File: src/rtl/mult_norm_seq.sv
// Sequential mantissa multiply + normalization stage of the binary32 multiplier.
// Radix-2 shift-add over 24 multiplier bits, then a one-cycle normalize step.
// Output feeds the rounding stage: sign, wrapped exponent, 23-bit fraction,
// guard/sticky and operand-class flags.
module mult_norm_seq #(
  parameter int BIAS  = 127,
  parameter int EXP_W = 10
) (
  input  logic             clk,
  input  logic             rst,
  input  logic [31:0]      a,
  input  logic [31:0]      b,
  input  logic             in_valid,
  output logic             in_ready,
  output logic             out_valid,
  input  logic             out_ready,
  output logic             sign,
  output logic [EXP_W-1:0] norm_exponent,
  output logic [22:0]      norm_mantissa,
  output logic             guard_bit,
  output logic             sticky_bit,
  output logic             zero_f,
  output logic             inf_f,
  output logic             nan_f
);

  localparam logic [1:0] S_IDLE = 2'd0;
  localparam logic [1:0] S_MUL  = 2'd1;
  localparam logic [1:0] S_NORM = 2'd2;
  localparam logic [1:0] S_DONE = 2'd3;

  logic [1:0]       state_reg;
  logic [4:0]       cnt_reg;
  logic [23:0]      sa_reg;
  logic [23:0]      sb_reg;
  logic [47:0]      p_reg;
  logic [EXP_W-1:0] exp_sum_reg;
  logic             sign_reg;
  logic             zero_reg;
  logic             inf_reg;
  logic             nan_reg;
  logic [EXP_W-1:0] exp_out_reg;
  logic [22:0]      man_reg;
  logic             guard_reg;
  logic             sticky_reg;

  // Raw operand fields
  logic [7:0]  ea, eb;
  logic [22:0] fa, fb;
  assign ea = a[30:23];
  assign eb = b[30:23];
  assign fa = a[22:0];
  assign fb = b[22:0];

  logic a_nan, b_nan, a_inf, b_inf, a_zero, b_zero;
  logic nan_in, inf_in, zero_in;
  logic [EXP_W-1:0] exp_sum_in;
  logic [47:0]      addend;

  // Operand classification; zero class is exponent == 0 (denormals included)
  always_comb begin
    a_nan   = (&ea) & (|fa);
    b_nan   = (&eb) & (|fb);
    a_inf   = (&ea) & ~(|fa);
    b_inf   = (&eb) & ~(|fb);
    a_zero  = ~(|ea);
    b_zero  = ~(|eb);
    nan_in  = a_nan | b_nan | (a_inf & b_zero) | (b_inf & a_zero);
    inf_in  = (a_inf | b_inf) & ~nan_in;
    zero_in = (a_zero | b_zero) & ~nan_in;
    // Biased sum wraps at EXP_W so underflow shows up as a negative value
    exp_sum_in = EXP_W'(ea) + EXP_W'(eb) - EXP_W'(BIAS);
  end

  // Partial product for the current multiplier bit (LSB first)
  always_comb begin
    addend = '0;
    if (sb_reg[cnt_reg])
      addend = {24'd0, sa_reg} << cnt_reg;
  end

  // Control FSM, datapath registers and registered outputs
  always_ff @(posedge clk or posedge rst) begin
    if (rst) begin
      state_reg   <= S_IDLE;
      cnt_reg     <= '0;
      sa_reg      <= '0;
      sb_reg      <= '0;
      p_reg       <= '0;
      exp_sum_reg <= '0;
      sign_reg    <= 1'b0;
      zero_reg    <= 1'b0;
      inf_reg     <= 1'b0;
      nan_reg     <= 1'b0;
      exp_out_reg <= '0;
      man_reg     <= '0;
      guard_reg   <= 1'b0;
      sticky_reg  <= 1'b0;
    end else begin
      case (state_reg)
        S_IDLE: begin
          if (in_valid) begin
            state_reg   <= S_MUL;
            cnt_reg     <= '0;
            p_reg       <= '0;
            sa_reg      <= {~a_zero, fa};
            sb_reg      <= {~b_zero, fb};
            exp_sum_reg <= exp_sum_in;
            sign_reg    <= a[31] ^ b[31];
            zero_reg    <= zero_in;
            inf_reg     <= inf_in;
            nan_reg     <= nan_in;
          end
        end
        S_MUL: begin
          p_reg   <= p_reg + addend;
          cnt_reg <= cnt_reg + 5'd1;
          if (cnt_reg == 5'd23) begin
            state_reg <= S_NORM;
            cnt_reg   <= '0;
          end
        end
        S_NORM: begin
          // Product of two [1,2) significands lies in [1,4): at most one shift
          if (p_reg[47]) begin
            man_reg     <= p_reg[46:24];
            guard_reg   <= p_reg[23];
            sticky_reg  <= |p_reg[22:0];
            exp_out_reg <= exp_sum_reg + EXP_W'(1);
          end else begin
            man_reg     <= p_reg[45:23];
            guard_reg   <= p_reg[22];
            sticky_reg  <= |p_reg[21:0];
            exp_out_reg <= exp_sum_reg;
          end
          state_reg <= S_DONE;
        end
        S_DONE: begin
          if (out_ready)
            state_reg <= S_IDLE;
        end
        default: state_reg <= S_IDLE;
      endcase
    end
  end

  assign in_ready      = (state_reg == S_IDLE);
  assign out_valid     = (state_reg == S_DONE);
  assign sign          = sign_reg;
  assign norm_exponent = exp_out_reg;
  assign norm_mantissa = man_reg;
  assign guard_bit     = guard_reg;
  assign sticky_bit    = sticky_reg;
  assign zero_f        = zero_reg;
  assign inf_f         = inf_reg;
  assign nan_f         = nan_reg;

endmodule
File: config.mk
export PLATFORM = sky130hd
export DESIGN_NAME = mult_norm_seq
export DESIGN_NICKNAME = d
export VERILOG_FILES = /design/src/rtl/mult_norm_seq.sv
export SDC_FILE = /design/constraint.sdc
export NUM_CORES = 1
export LEC_CHECK = 0
export ABC_AREA = 1
export CAP_MARGIN = 15
export CORE_AREA = 2 2 172 174
export CTS_BUF_LIST = sky130_fd_sc_hd__clkbuf_8
export DETAILED_ROUTE_END_ITERATION = 6
export DIE_AREA = 0 0 174 176
export PLACE_DENSITY_LB_ADDON = 0.12
export SYNTH_ARGS = -nofsm -noshare
export SYNTH_HDL_FRONTEND = slang
export SYNTH_SLANG_ARGS = --single-unit
export TNS_END_PERCENT = 5
File: constraint.sdc
create_clock -name clk -period 8.3 [get_ports clk]
set_clock_uncertainty 0.2 [all_clocks]
set_input_delay 1.245 -clock clk [delete_from_list [all_inputs] [get_ports clk]]
set_output_delay 1.245 -clock clk [all_outputs]
set_load 0.01 [all_outputs]
# Word level (Yosys, flattened, before mapping)
# Cells that the tools add are included.
# totals
wordCells,76
out_inout_bits,41
in_bits,68
reg_bits,152
# classes
order_cmp,1
n_addsub,5
n_eq_ne,7
bitwise,19
reduce_logical,13
shift,1
muxes,16
# op_table
op,count
$mux 48,2
$pmux 48 s2,1
$reduce_or 23->1,3
$add 48x48->48,1
$shl 24x5->48,1
$mux 23,1
$reduce_or 22->1,1
$reduce_and 8->1,2
$reduce_or 8->1,2
$add 10x1->10 const B,1
$mux 10,1
$mux 5,2
$pmux 5 s2,1
$sub 9x7->10 const B,1
$add 8x8->9,1
$and 1x1->1,8
$pmux 2 s4,1
$lt 5x6->1 const B,1
$mux 2,3
$add 5x1->5 const B,1
$bmux 1 s5,1
$eq 5x5->1 const B,1
$not 1->1,5
$or 1x1->1,5
other kinds (10),15

# Longest topological paths before layout
# Gate-level depths: netlist (run 1).
# logic_depth
word_depth,8
mapped_depth,28
mapped_depth_nobuf,25

# Worst setup path after synthesis (run 1)
# OpenSTA, ideal clock, no wires.
# synth_path
path_type,input-to-reg
from,input port a[24]
to,register exp_sum_reg[7]
required_time_ns,7.965
cell_stages,10
setup_time_ns,0.135
n_path_buf,0
arrival_time_ns,2.779
path_slack_ns,5.186
path_cell_list,ha_1 ha_1 fa_1 nand3_1 nand3_1 nand2_1 nand2_1 a21oi_1 xor2_1 o21ai_0
# synth_via
elab_chain_len,2
# synth_lines
element,line,source
"start, declared",11,"input logic [31:0] a,"
$add 8x8->9,72,exp_sum_in = EXP_W'(ea) + EXP_W'(eb) - EXP_W'(BIAS);
$sub 9x7->10,72,
"end signal, assigned",108,exp_sum_reg <= exp_sum_in;
"end, declared",37,logic [EXP_W-1:0] exp_sum_reg;
# Every way passes these cells.
# A chain may end at the register's enable or synchronous reset.

# Final worst setup path (run 1)
# layout_path
from,register cnt_reg[2]
to,register p_reg[37]
# layout_via
elab_chain_len,5
word_cells_on_any_way,6
classes_between,add/sub (1); shift (1); mux (4)
# layout_lines
element,line,source
"start, declared",33,logic [4:0] cnt_reg;
"start signal, assigned",117,cnt_reg <= cnt_reg + 5'd1;
$bmux 1 s5,78,if (sb_reg[cnt_reg])
$mux 1 (not written as such),78,
$mux 48 (*),78,
$add 48x48->48 (*),116,p_reg <= p_reg + addend;
$pmux 48 s2 (*),100,case (state_reg)
"end signal, assigned",116,
"end, declared",36,logic [47:0] p_reg;
# Every way passes the cells marked *; elsewhere a longest branch is shown, timed or not. The select of a mux whose other input is x is not followed.

==> metrics.csv, run 1 <==
stage,metric,value,unit
synthesis,most numerous cell in the Yosys netlist,nand2_1,
clock_tree,clk root buf,clkbuf_8,
die,Row Count,62,
critical_path,nature of the critical path endpoint,register,
timing,"Min Clock Period, post-route",4.47,ns
clock_tree,CTS tree,built,
critical_path,r2r endpoint,p_reg[37]$_DFFE_PP0P_,
synthesis,Mapped Cells,2097,
timing,setup TNS,0,ns
synthesis,"Async S/R FF share, synth",100,%
clock_tree,cts repair resizes,0,
placed_design,post-DP HPWL,32600,µm
timing,RSZ-0062 raised after global routing,false,
placed_design,GP Congestion,0.951,
timing,Worst-Margin Slew,1.14,ns
hold_path,hold endpoint,sb_reg[10]$_DFFE_PP0P_,
finish,Nets,2306,
pwr,power density cells,267,nW/µm²
clock_tree,CTS Sinks,152,
synthesis,Post-synth EDFFs,0,
critical_path,Worst setup SP type,register,
synthesis,ys flop type,dfrtp_1,
pwr,cell internal pwr,1.96,mW
finish,layout cells sized above 1,2.75,%
timing,setup violators final,0,
timing,Final Hold Vio Count,0,
critical_path,Critical R2R Launch,cnt_reg[2]$_DFFE_PP0P_,
outcome,outcome,"complete, no violations",
timing,worst hold margin,0.284,ns
finish,max FFs per register,48,
die,Initial Util,44.7,%
pwr,worst vdd ir,0.000131,V
critical_path,CP Class,register to register,
synthesis,yosys warns,0,
finish,Layout area overhead,13.5,%
hold_path,hold_sp,sb_reg[10]$_DFFE_PP0P_,
synthesis,post-synthesis cell area,12800,µm²
global_route,total track usage,27.6,%
route,Routed Antenna Nets,0,
critical_path,R2R depth,21,
route,DRC violations left,0,
job,Max Cap Viol,0,
synthesis,Seq cells post-synth,152,
global_route,vias in the first global route,12400,
critical_path,worst-path fanout max,39,
clock_tree,TritonCTS buffer count,17,
pwr,Reg power frac,29.8,%
route,DRT iter0 DRCs,1129,
timing,fin crit share,53.9,%
route,DRT Pass-1 Iters,5,
pwr,Leak,7.87,nW
hold_path,hold path depth,2,
timing,Final Slew Violations,0,
pwr,NetSw,1.91,mW
critical_path,"setup slack, reg-to-reg",3.83,ns
synthesis,Yosys cell types,46,
clock_tree,deepest clock path buffer count,2,
synthesis,post-synthesis sequential area ratio,29.8,%
critical_path,crit path DAT,4.67,ns
die,Die Area,30600,µm²
route,routed vias,13400,
synthesis,top cell type by total area after synthesis,dfrtp_1,
clock_tree,post-CTS setup buffers,0,
global_route,GRT overflow,0,
critical_path,Crit. Startpoint,cnt_reg[2]$_DFFE_PP0P_,
route,Routed WL per cell,16.2,µm
synthesis,Syn Nets,2235,
die,Core ar.,28500,µm²
synthesis,Post-synth top cells,"nand2_1 (749), inv_1 (313), nor2_1 (202)",
clock_tree,"Clk Latency, worst-skew pair",0.51,ns
timing,slew margin rel.,24.0,%
global_route,antenna violations before repair,0,
die,Die Width,174,µm
clock_tree,htree depth,4,
hold_path,worst hold path type,register to register,
die,chip height,176,µm
pwr,Switching Share,49.3,%
synthesis,mean area per synthesized cell,6.09,µm²
clock_tree,"Reg clk slew, reported paths",0.10,ns
synthesis,Yosys top cell area share,29.8,%
route,Vias/cell,5.23,
clock_tree,CTS Hold Bufs,0,
timing,fmax,0.223,GHz
finish,Antenna Cells,0,
global_route,first-pass GRT wire length,66600,µm
placed_design,IO Port Bufs,108,
route,DRT Wirelength,41600,µm
global_route,largest net degree at the start of global routing,116,
synthesis,synth top area cells,"dfrtp_1 (30%), nand2_1 (22%), inv_1 (9.2%), o21ai_0 (7.1%), ha_1 (6.7%)",
pwr,Logic pwr share,54.1,%
pwr,Clk network pwr share,16.0,%
die,Ports,109,
critical_path,worst path required time,8.49,ns
per-layer routing:
layer  vias up  global-route usage, %  wire [µm]
li1       6760                      -          -
met1      6220                   38.1      19400
met2       393                   44.8      18800
met3        49                   4.89       2490
met4         0                   7.49        922
met5         -                      0          0
power by group through the flow:
stage	Clock [mW]	Sequential, mW	Combinational [mW]
2_1_floorplan	0	1.13	1.46
3_3_place_gp	0	1.16	2.05
6_report	0.619	1.15	2.09
5_1_grt	0.661	1.18	2.37
3_5_place_dp	0	1.16	2.06
4_1_cts	0.630	1.15	2.07
cell type report:
class / instances / area [µm²]
timing repair buffer: 118 / 1160
sequential: 152 / 3800
inverter: 319 / 1200
clock inverter: 10 / 118
clock buffer: 21 / 289
fill: 3137 / 14100
tap: 384 / 480
multi-input combinational: 1560 / 7430
logic make-up (layout without fill, tap and decap cells):
group | after synthesis | count (layout) | share of synthesized area [%]
DFF | 152 | 152 | 29.8
AOI/OAI and AO/OA | 304 | 304 | 13.0
xor gates and xnor gates | 8 | 8 | 0.549
buffers and inverters | 385 | 468 | 12.1
adders and majority gates | 70 | 70 | 6.98
and+or+nand+nor | 1177 | 1177 | 37.6
muxes | 1 | 1 | 0.0784
per-stage QoR:
| step | std cells | cell area (µm²) | total power, mW | utilization [%] | setup slack, ns |
|---|---|---|---|---|---|
| floorplan | 2097 | 12800 | 2.59 | - | 2.76 |
| global placement | 2533 | 14100 | 3.21 | 49.3 | 3.91 |
| detailed placement | 2533 | 14100 | 3.22 | 49.3 | 3.93 |
| CTS | 2564 | 14500 | 3.85 | 50.7 | 3.89 |
| global route | 2564 | 14500 | 4.22 | 50.7 | 3.37 |
| finish | 2564 | 14500 | 3.87 | 50.7 | 3.83 |
worst max-delay path: stages, from the launching register on:
cell      delay [ns]
dfrtp_1         0.38
buf_4           0.24
inv_1           0.62
o221ai_1        0.25
nand3_1         0.11
nand2_1         0.07
nand2_2         0.26
nand2_4         0.25
nand2_1         0.15
inv_1           0.05
ha_1            0.35
nand2_1         0.11
nor2_1          0.22
inv_1           0.06
nor2_1          0.21
nand3_1         0.11
nand3b_1        0.24
nand2_1         0.15
nand2_1         0.10
nand2_1         0.06
nand3_1         0.07
nand2_1         0.05
worst max path at each step:
stage	to	slack, ns	depth (start not counted)
4_1_cts	p_reg[37]$_DFFE_PP0P_	3.89	21
2_1_floorplan	cnt_reg[0]$_DFFE_PP0P_	2.76	1
3_3_place_gp	p_reg[37]$_DFFE_PP0P_	3.91	21
5_1_grt	p_reg[37]$_DFFE_PP0P_	3.37	21
6_report	p_reg[37]$_DFFE_PP0P_	3.83	21
3_5_place_dp	p_reg[37]$_DFFE_PP0P_	3.93	21
cell usage in the layout, fill, tap and decap left out, types with 7 or more instances in the layout:
cell	n
inv_1	313
nand3b_1	11
nand3_1	154
nor2_1	201
or2_2	8
ha_1	68
a21oi_1	60
and2_1	7
clkdlybuf4s50_1	108
o21ai_0	179
nand4_1	26
nand2_1	748
buf_4	10
o21a_1	11
o22ai_1	7
nor3_1	13
o21ai_1	20
dfrtp_1	152
clkbuf_8	21
No activity file was read; power rests on OpenSTA's default activity.
==> inputs of run 2 (changes only) <==
Clock period 8.3 ns to 4.3 ns, I/O delays scaled along.
==> metrics.csv, run 2 (synthesis results as in run 1) <==
stage,metric,value,unit
clock_tree,post-CTS setup buffers,0,
die,chip height,176,µm
route,met3 WL,2370,µm
hold_path,worst hold path type,register to register,
route,Vias/cell,5.20,
pwr,Leak,7.93,nW
critical_path,Worst setup SP type,register,
critical_path,CP Class,register to register,
route,DRT Wirelength,42600,µm
critical_path,worst-path fanout max,39,
route,Routed WL per cell,16.5,µm
critical_path,crit path DAT,4.12,ns
critical_path,"setup slack, reg-to-reg",0.37,ns
die,Ports,109,
clock_tree,deepest clock path buffer count,2,
hold_path,hold endpoint,norm_exponent[7]$_DFFE_PP0P_,
timing,setup TNS,0,ns
global_route,GRT overflow,0,
critical_path,nature of the critical path endpoint,register,
finish,Antenna Cells,0,
die,Die Width,174,µm
global_route,vias in the first global route,12800,
die,Row Count,62,
placed_design,Cells after DPL,2542,
critical_path,r2r endpoint,p_reg[18]$_DFFE_PP0P_,
route,DRT iter0 DRCs,962,
timing,fmax,0.254,GHz
route,routed vias,13400,
route,DRT Pass-1 Iters,6,
finish,"commonest cells after routing, fill and taps aside","nand2_1 (748), inv_1 (313), nor2_1 (201)",
placed_design,IO Port Bufs,108,
clock_tree,clk root buf,clkbuf_8,
global_route,total track usage,28.6,%
route,DRC violations left,0,
timing,Final Hold Vio Count,0,
timing,Worst-Margin Slew,0.942,ns
hold_path,hold path depth,2,
placed_design,post-DP HPWL,33500,µm
route,WL met2,18800,µm
pwr,worst vdd ir,0.000260,V
finish,fillers,3052,
finish,Nets,2315,
timing,fin crit share,91.4,%
critical_path,Critical R2R Launch,cnt_reg[0]$_DFFE_PP0P_,
placed_design,GP Congestion,1.02,
finish,layout cells sized above 1,3.29,%
clock_tree,"Reg clk slew, reported paths",0.09,ns
critical_path,R2R depth,20,
finish,Layout area overhead,14.2,%
pwr,total power draw,7.53,mW
critical_path,worst path required time,4.49,ns
global_route,first-pass GRT wire length,68300,µm
die,Die Area,30600,µm²
finish,max FFs per register,48,
timing,slew margin rel.,37.2,%
hold_path,hold_sp,norm_exponent[7]$_DFFE_PP0P_,
clock_tree,CTS tree,built,
route,top layer in use,met4,
clock_tree,"Clk Latency, worst-skew pair",0.52,ns
timing,RSZ-0062 raised after global routing,false,
job,Max Cap Viol,0,
route,M1 WL,20100,µm
timing,"Min Clock Period, post-route",3.93,ns
finish,non-filler instance count after layout,2574,
clock_tree,htree depth,4,
pwr,power density cells,516,nW/µm²
route,Routed Antenna Nets,0,
finish,"most common cell after layout, fill and taps aside",nand2_1,
timing,setup violators final,0,
outcome,outcome,"complete, no violations",
global_route,largest net degree at the start of global routing,115,
timing,Final Slew Violations,0,
die,Core ar.,28500,µm²
clock_tree,TritonCTS buffer count,17,
die,Initial Util,44.7,%
global_route,antenna violations before repair,0,
clock_tree,CTS Sinks,152,
timing,worst hold margin,0.287,ns
==> run 2: repair_timing <==
item	CTS	global route
endpoints found under the setup margin	0	7
gates resized for setup	0	4
hold buffers	0	0
hold endpoints to repair	0	0
==> run 2: how the worst max path moves through the flow <==
stage,start,end,slack [ns],cells past startpoint
after floorplan,cnt_reg[0]$_DFFE_PP0P_,p_reg[26]$_DFFE_PP0P_,1.23,22
after global placement,cnt_reg[0]$_DFFE_PP0P_,p_reg[37]$_DFFE_PP0P_,0.28,22
after detailed placement,cnt_reg[0]$_DFFE_PP0P_,p_reg[18]$_DFFE_PP0P_,0.29,19
after CTS,cnt_reg[0]$_DFFE_PP0P_,p_reg[18]$_DFFE_PP0P_,0.28,19
after global routing,cnt_reg[0]$_DFFE_PP0P_,p_reg[37]$_DFFE_PP0P_,0.06,22
final,cnt_reg[0]$_DFFE_PP0P_,p_reg[18]$_DFFE_PP0P_,0.37,20
==> run 2: final cells by class <==
type,count,area (µm²),share of cell area [%]
timing repair buffer,127,1240,8.48
clock buffer,19,262,1.79
inverter,319,1210,8.27
multi-input combinational,1560,7450,51.1
clock inverter,13,143,0.978
sequential,152,3800,26.1
tap,384,480,3.30
==> run 2: metal layers <==
layer | global-route usage (%) | up-vias
li1 | - | 6787
met1 | 39.3 | 6154
met2 | 45.7 | 383
met3 | 4.78 | 70
met4 | 10.3 | 0
met5 | 0 | -
==> run 2: through the flow <==
step	util (%)	instance area (µm²)	worst slack, ns
2_1_floorplan	-	12800	1.23
3_3_place_gp	49.6	14200	0.283
3_5_place_dp	49.6	14200	0.287
4_1_cts	51.0	14600	0.279
5_1_grt	51.1	14600	0.0604
6_report	51.1	14600	0.368
==> run 2: critical path, stage by stage, from the launching register on <==
cell and delay (ns):
dfrtp_1 0.38, buf_4 0.19, inv_6 0.22, nand2_1 0.07, and2_1 0.16, o21ai_1 0.25, nand2_1 0.11, nand3_1 0.08
nand2_1 0.13, nor2_1 0.28, ha_1 0.35, nand2_1 0.19, inv_1 0.06, nand2_1 0.06, nand2_1 0.12, inv_1 0.10
nand3_2 0.20, nand2_1 0.13, nand2_1 0.16, o21ai_0 0.26, o21ai_0 0.13
==> run 2: where the power goes <==
group	switching, mW	leakage, nW	total, mW	internal, mW
sequential	0.380	1.99	2.26	1.88
combinational	2.71	5.73	4.07	1.36
clock	0.645	0.209	1.20	0.551
==> variant 1 (config.mk and constraints of run 2) <==
Reset style: synchronous (`rst`), changed in one clocked block.
--- a/src/rtl/mult_norm_seq.sv
+++ b/src/rtl/mult_norm_seq.sv
@@ -82,3 +82,3 @@
   // Control FSM, datapath registers and registered outputs
-  always_ff @(posedge clk or posedge rst) begin
+  always_ff @(posedge clk) begin
     if (rst) begin
Check against the original RTL: differs if rst is asserted again (counterexample within 4 cycles, from zero or initial values and one cycle with rst high); with rst held inactive, the same outputs for 10 cycles.
==> variant 1 against run 2 <==
Cell area fell by 2.9%; wire length rose by 0.72%; area after synthesis fell by 3.2%; synthesized cell count rose by 2.6%; critical path depth fell by 1; sequential share of layout area fell by 4.6 points; setup slack got worse by 0.056 ns; sequential cell count did not move; power fell by 21%; critical endpoint is now p_reg[42]$_SDFFE_PP0P_.
==> variant 1: results (changes against run 2) <==
met3 wire length=2490 um (+5.0%); top cells by count, synth=nand2_1, inv_1, nor2_1, a21oi_1, dfxtp_1; post-route cell area=14200 sq um (-2.9%); HP Start=sb_reg[21]$_SDFFE_PP0P_; GRT Overall Usage=28.6% (about the same); Power Internal=3.21 mW (-15%); met2 usage in global routing=46.3% (+0.61 points); Synth Net Count=2290 (+2.5%); Synth cell types=42 (-8.7%); XOR/XNOR Fraction of Synth Area=1.13% (+0.59 points); status=complete, no violations; Synth Area in Adders=7.21% (+0.23 points); Vias/cell=5.23 (+0.57%); Critical-path top delay cell=ha_1; comb_multi_in=1573 (+0.83%); most frequently used flop master after synthesis=dfxtp_1; reg2reg path depth=19 (-5.0%); clock buffers=17 (-2); worst flop-to-flop path startpoint=cnt_reg[0]$_SDFFE_PP0P_; sequential share of cell area=21.5% (-4.6 points); met1 usage=37.4% (-1.9 points); Synth Area in Compound Gates=17.0% (+4.0 points); largest net degree at the start of global routing=68 (-41%); Fmax=0.251 GHz (-1.4%); Multi-input gate area=7660 sq um (+2.8%); setup slack, reg-to-reg=0.31 ns (-0.06 ns); met2 WL post-DR=19200 um (+1.8%); Max stage delay on crit path=0.41 ns (+0.03 ns); Leak=6.95 nW (-12%); antenna violations before repair=1 (+1); Non-Clock Inverter Count=341 (+6.9%); pre-CTS setup slack=0.374 ns (+0.0872 ns); mux share of post-synthesis cell area=0.0810% (+0.0026 points); fin nets=2358 (+1.9%)
-- variant 1: cell count changes after synthesis, sizes merged, moves of 17 or more --
cell and delta:
dfrtp -152, clkbuf +17, inv +21, o21ai -39
dfxtp +152, o211ai +28, a21oi +100, nand2 -77
-- variant 1: kinds of logic (layout without fill, tap and decap cells) --
family                   count (synthesis)  in the layout
AO/OA/AOI/OAI                          385            385
other                                    0              1
adder cells (fa/ha/maj)                 70             70
buffers and inverters                  427            508
flip-flops                             152            152
AND/OR/NAND/NOR                       1101           1101
XOR/XNOR                                16             16
multiplexers                             1              1
-- variant 1: per-stage QoR --
step | power [mW] | hold WS [ns] | cells
floorplan | 3.77 | 0.230 | 2152
global placement | 4.71 | 0.254 | 2585
detailed placement | 4.73 | 0.260 | 2585
CTS | 5.92 | 0.277 | 2617
global route | 6.39 | 0.308 | 2618
finish | 5.92 | 0.271 | 2618
==> variant 2 (flow settings as in run 2) <==
Without the edit above. Set the parameter `EXP_W` to 9 (it was 10).
--- a/src/rtl/mult_norm_seq.sv
+++ b/src/rtl/mult_norm_seq.sv
@@ -6,3 +6,3 @@
   parameter int BIAS  = 127,
-  parameter int EXP_W = 10
+  parameter int EXP_W = 9
 ) (
Ports: changed (resized norm_exponent); port bits go from 109 to 108. No check against the original RTL was run, so the function may have changed too.
==> variant 2 against run 2 <==
Sequential cell count is 2 lower; setup slack worse by 0.061 ns; wire length is 2.3% lower; non-clock buffer count is 3 higher; sequential share of layout area is 0.13 points lower; power is 7.5% higher; synthesized cell count is 0.67% lower; count of clock-buffer cells in the layout is 1 lower; area after synthesis is 0.85% lower; cell area is 0.81% lower; largest cell class unchanged; highest routed layer unchanged.
==> variant 2: results (changes against run 2) <==
Synth cell types=44 (-4.3%); placed cell count=2529 (-0.51%); clock latency on the worst-skew pair=0.50 ns (-0.02 ns); met1 usage=37.2% (-2.1 points); GR Util met3=5.45% (+0.67 points); Worst VDD drop=0.000259 V (-0.60%); Hold EP=norm_mantissa[15]$_DFFE_PP0P_; sequential-to-total area share from yosys stat=29.7% (-0.14 points); Vias=13.2k (-1.6%); GRT Overall Usage=27.8% (-0.84 points); IO buf count=107 (-0.93%); met2 WL post-DR=18700 um (-0.68%); WHS Path Cells=2 (unchanged); Filler cells=3095 (+1.4%); hold slack=0.288 ns (+0.000972 ns); antenna violations before repair=0 (unchanged); WL/cell=16.2 um (-1.9%); Synth Net Count=2221 (-0.63%); clock buffer depth=2 (unchanged); met3 wire length=2450 um (+3.3%); Mean Syn Cell Area=6.08 sq um (-0.19%); status=complete, no violations; placer's final routability congestion estimate=0.992 (-2.9%); synth top area cells=dfrtp_1, nand2_1, inv_1, o21ai_0, ha_1; vias in the first global route=12.4k (-2.5%); sw power=4.13 mW (+11%); Setup crit end=p_reg[46]$_DFFE_PP0P_; drt first-iter violations=969 (+0.73%); largest net degree at the start of global routing=151 (+31%); Max stage delay on crit path=0.42 ns (+0.04 ns); met2 usage in global routing=44.8% (-0.85 points); Critical Path AT=4.18 ns (+0.06 ns); reg2reg path depth=23 (+15%); met1 wire length=19100 um (-5.4%); Post-synth ARST share=100% (unchanged); HP Start=norm_mantissa[15]$_DFFE_PP0P_; share of post-route cells with drive strength above 1=3.44% (+0.16 points); Leak=7.82 nW (-1.3%); top cells by count, synth=nand2_1, inv_1, nor2_1, o21ai_0, dfrtp_1; fin cells=2562 (-0.47%); post-DP HPWL=32800 um (-2.0%); setup slack, reg-to-reg=0.31 ns (-0.06 ns)
==> variant 2: cell count changes after synthesis, moves of 2 or more <==
cell,delta
a21oi_1,+4
buf_2,+5
clkbuf_1,-3
dfrtp_1,-2
inv_2,+2
nand2_1,-3
nand3_1,-7
nor2_1,-12
nor3_1,+3
nor4_1,+5
o21ai_0,-3
o21ai_1,+3
==> variant 2: area by class of cell <==
| cell class | instances | area [sq um] | area share (%) |
|---|---|---|---|
| multi-input combinational | 1548 | 7380 | 51.1 |
| sequential | 150 | 3750 | 26.0 |
| clock buffer | 18 | 248 | 1.71 |
| timing repair buffer | 130 | 1280 | 8.85 |
| clock inverter | 14 | 118 | 0.813 |
| tap | 384 | 480 | 3.32 |
| inverter | 318 | 1200 | 8.30 |
==> variant 2: kinds of logic (layout without fill, tap and decap cells) <==
logic type,count (synthesis),in the layout,share of synthesized area (%)
simple gates,1166,1166,37.7
fa+ha+maj,70,70,7.04
mux,1,1,0.0791
compound gates,305,305,13.1
xor+xnor,6,6,0.415
buf+inv,385,480,12.1
flops,150,150,29.7
==> variant 2: power by group through the flow <==
stage	Clock, mW	Sequential, mW	Combinational, mW
after floorplan	0	2.27	3.22
after global placement	0	2.37	4.55
after detailed placement	0	2.37	4.58
after CTS	1.11	2.35	4.60
after global routing	1.17	2.42	5.28
final	1.08	2.35	4.66
==> variant 2: metrics by stage <==
step | power, mW | instance area [sq um] | setup slack, ns
6_report | 8.09 | 14500 | 0.307
5_1_grt | 8.87 | 14500 | 0.0115
4_1_cts | 8.06 | 14400 | 0.207
3_5_place_dp | 6.95 | 14100 | 0.196
3_3_place_gp | 6.92 | 14100 | 0.230
2_1_floorplan | 5.49 | 12700 | 1.25
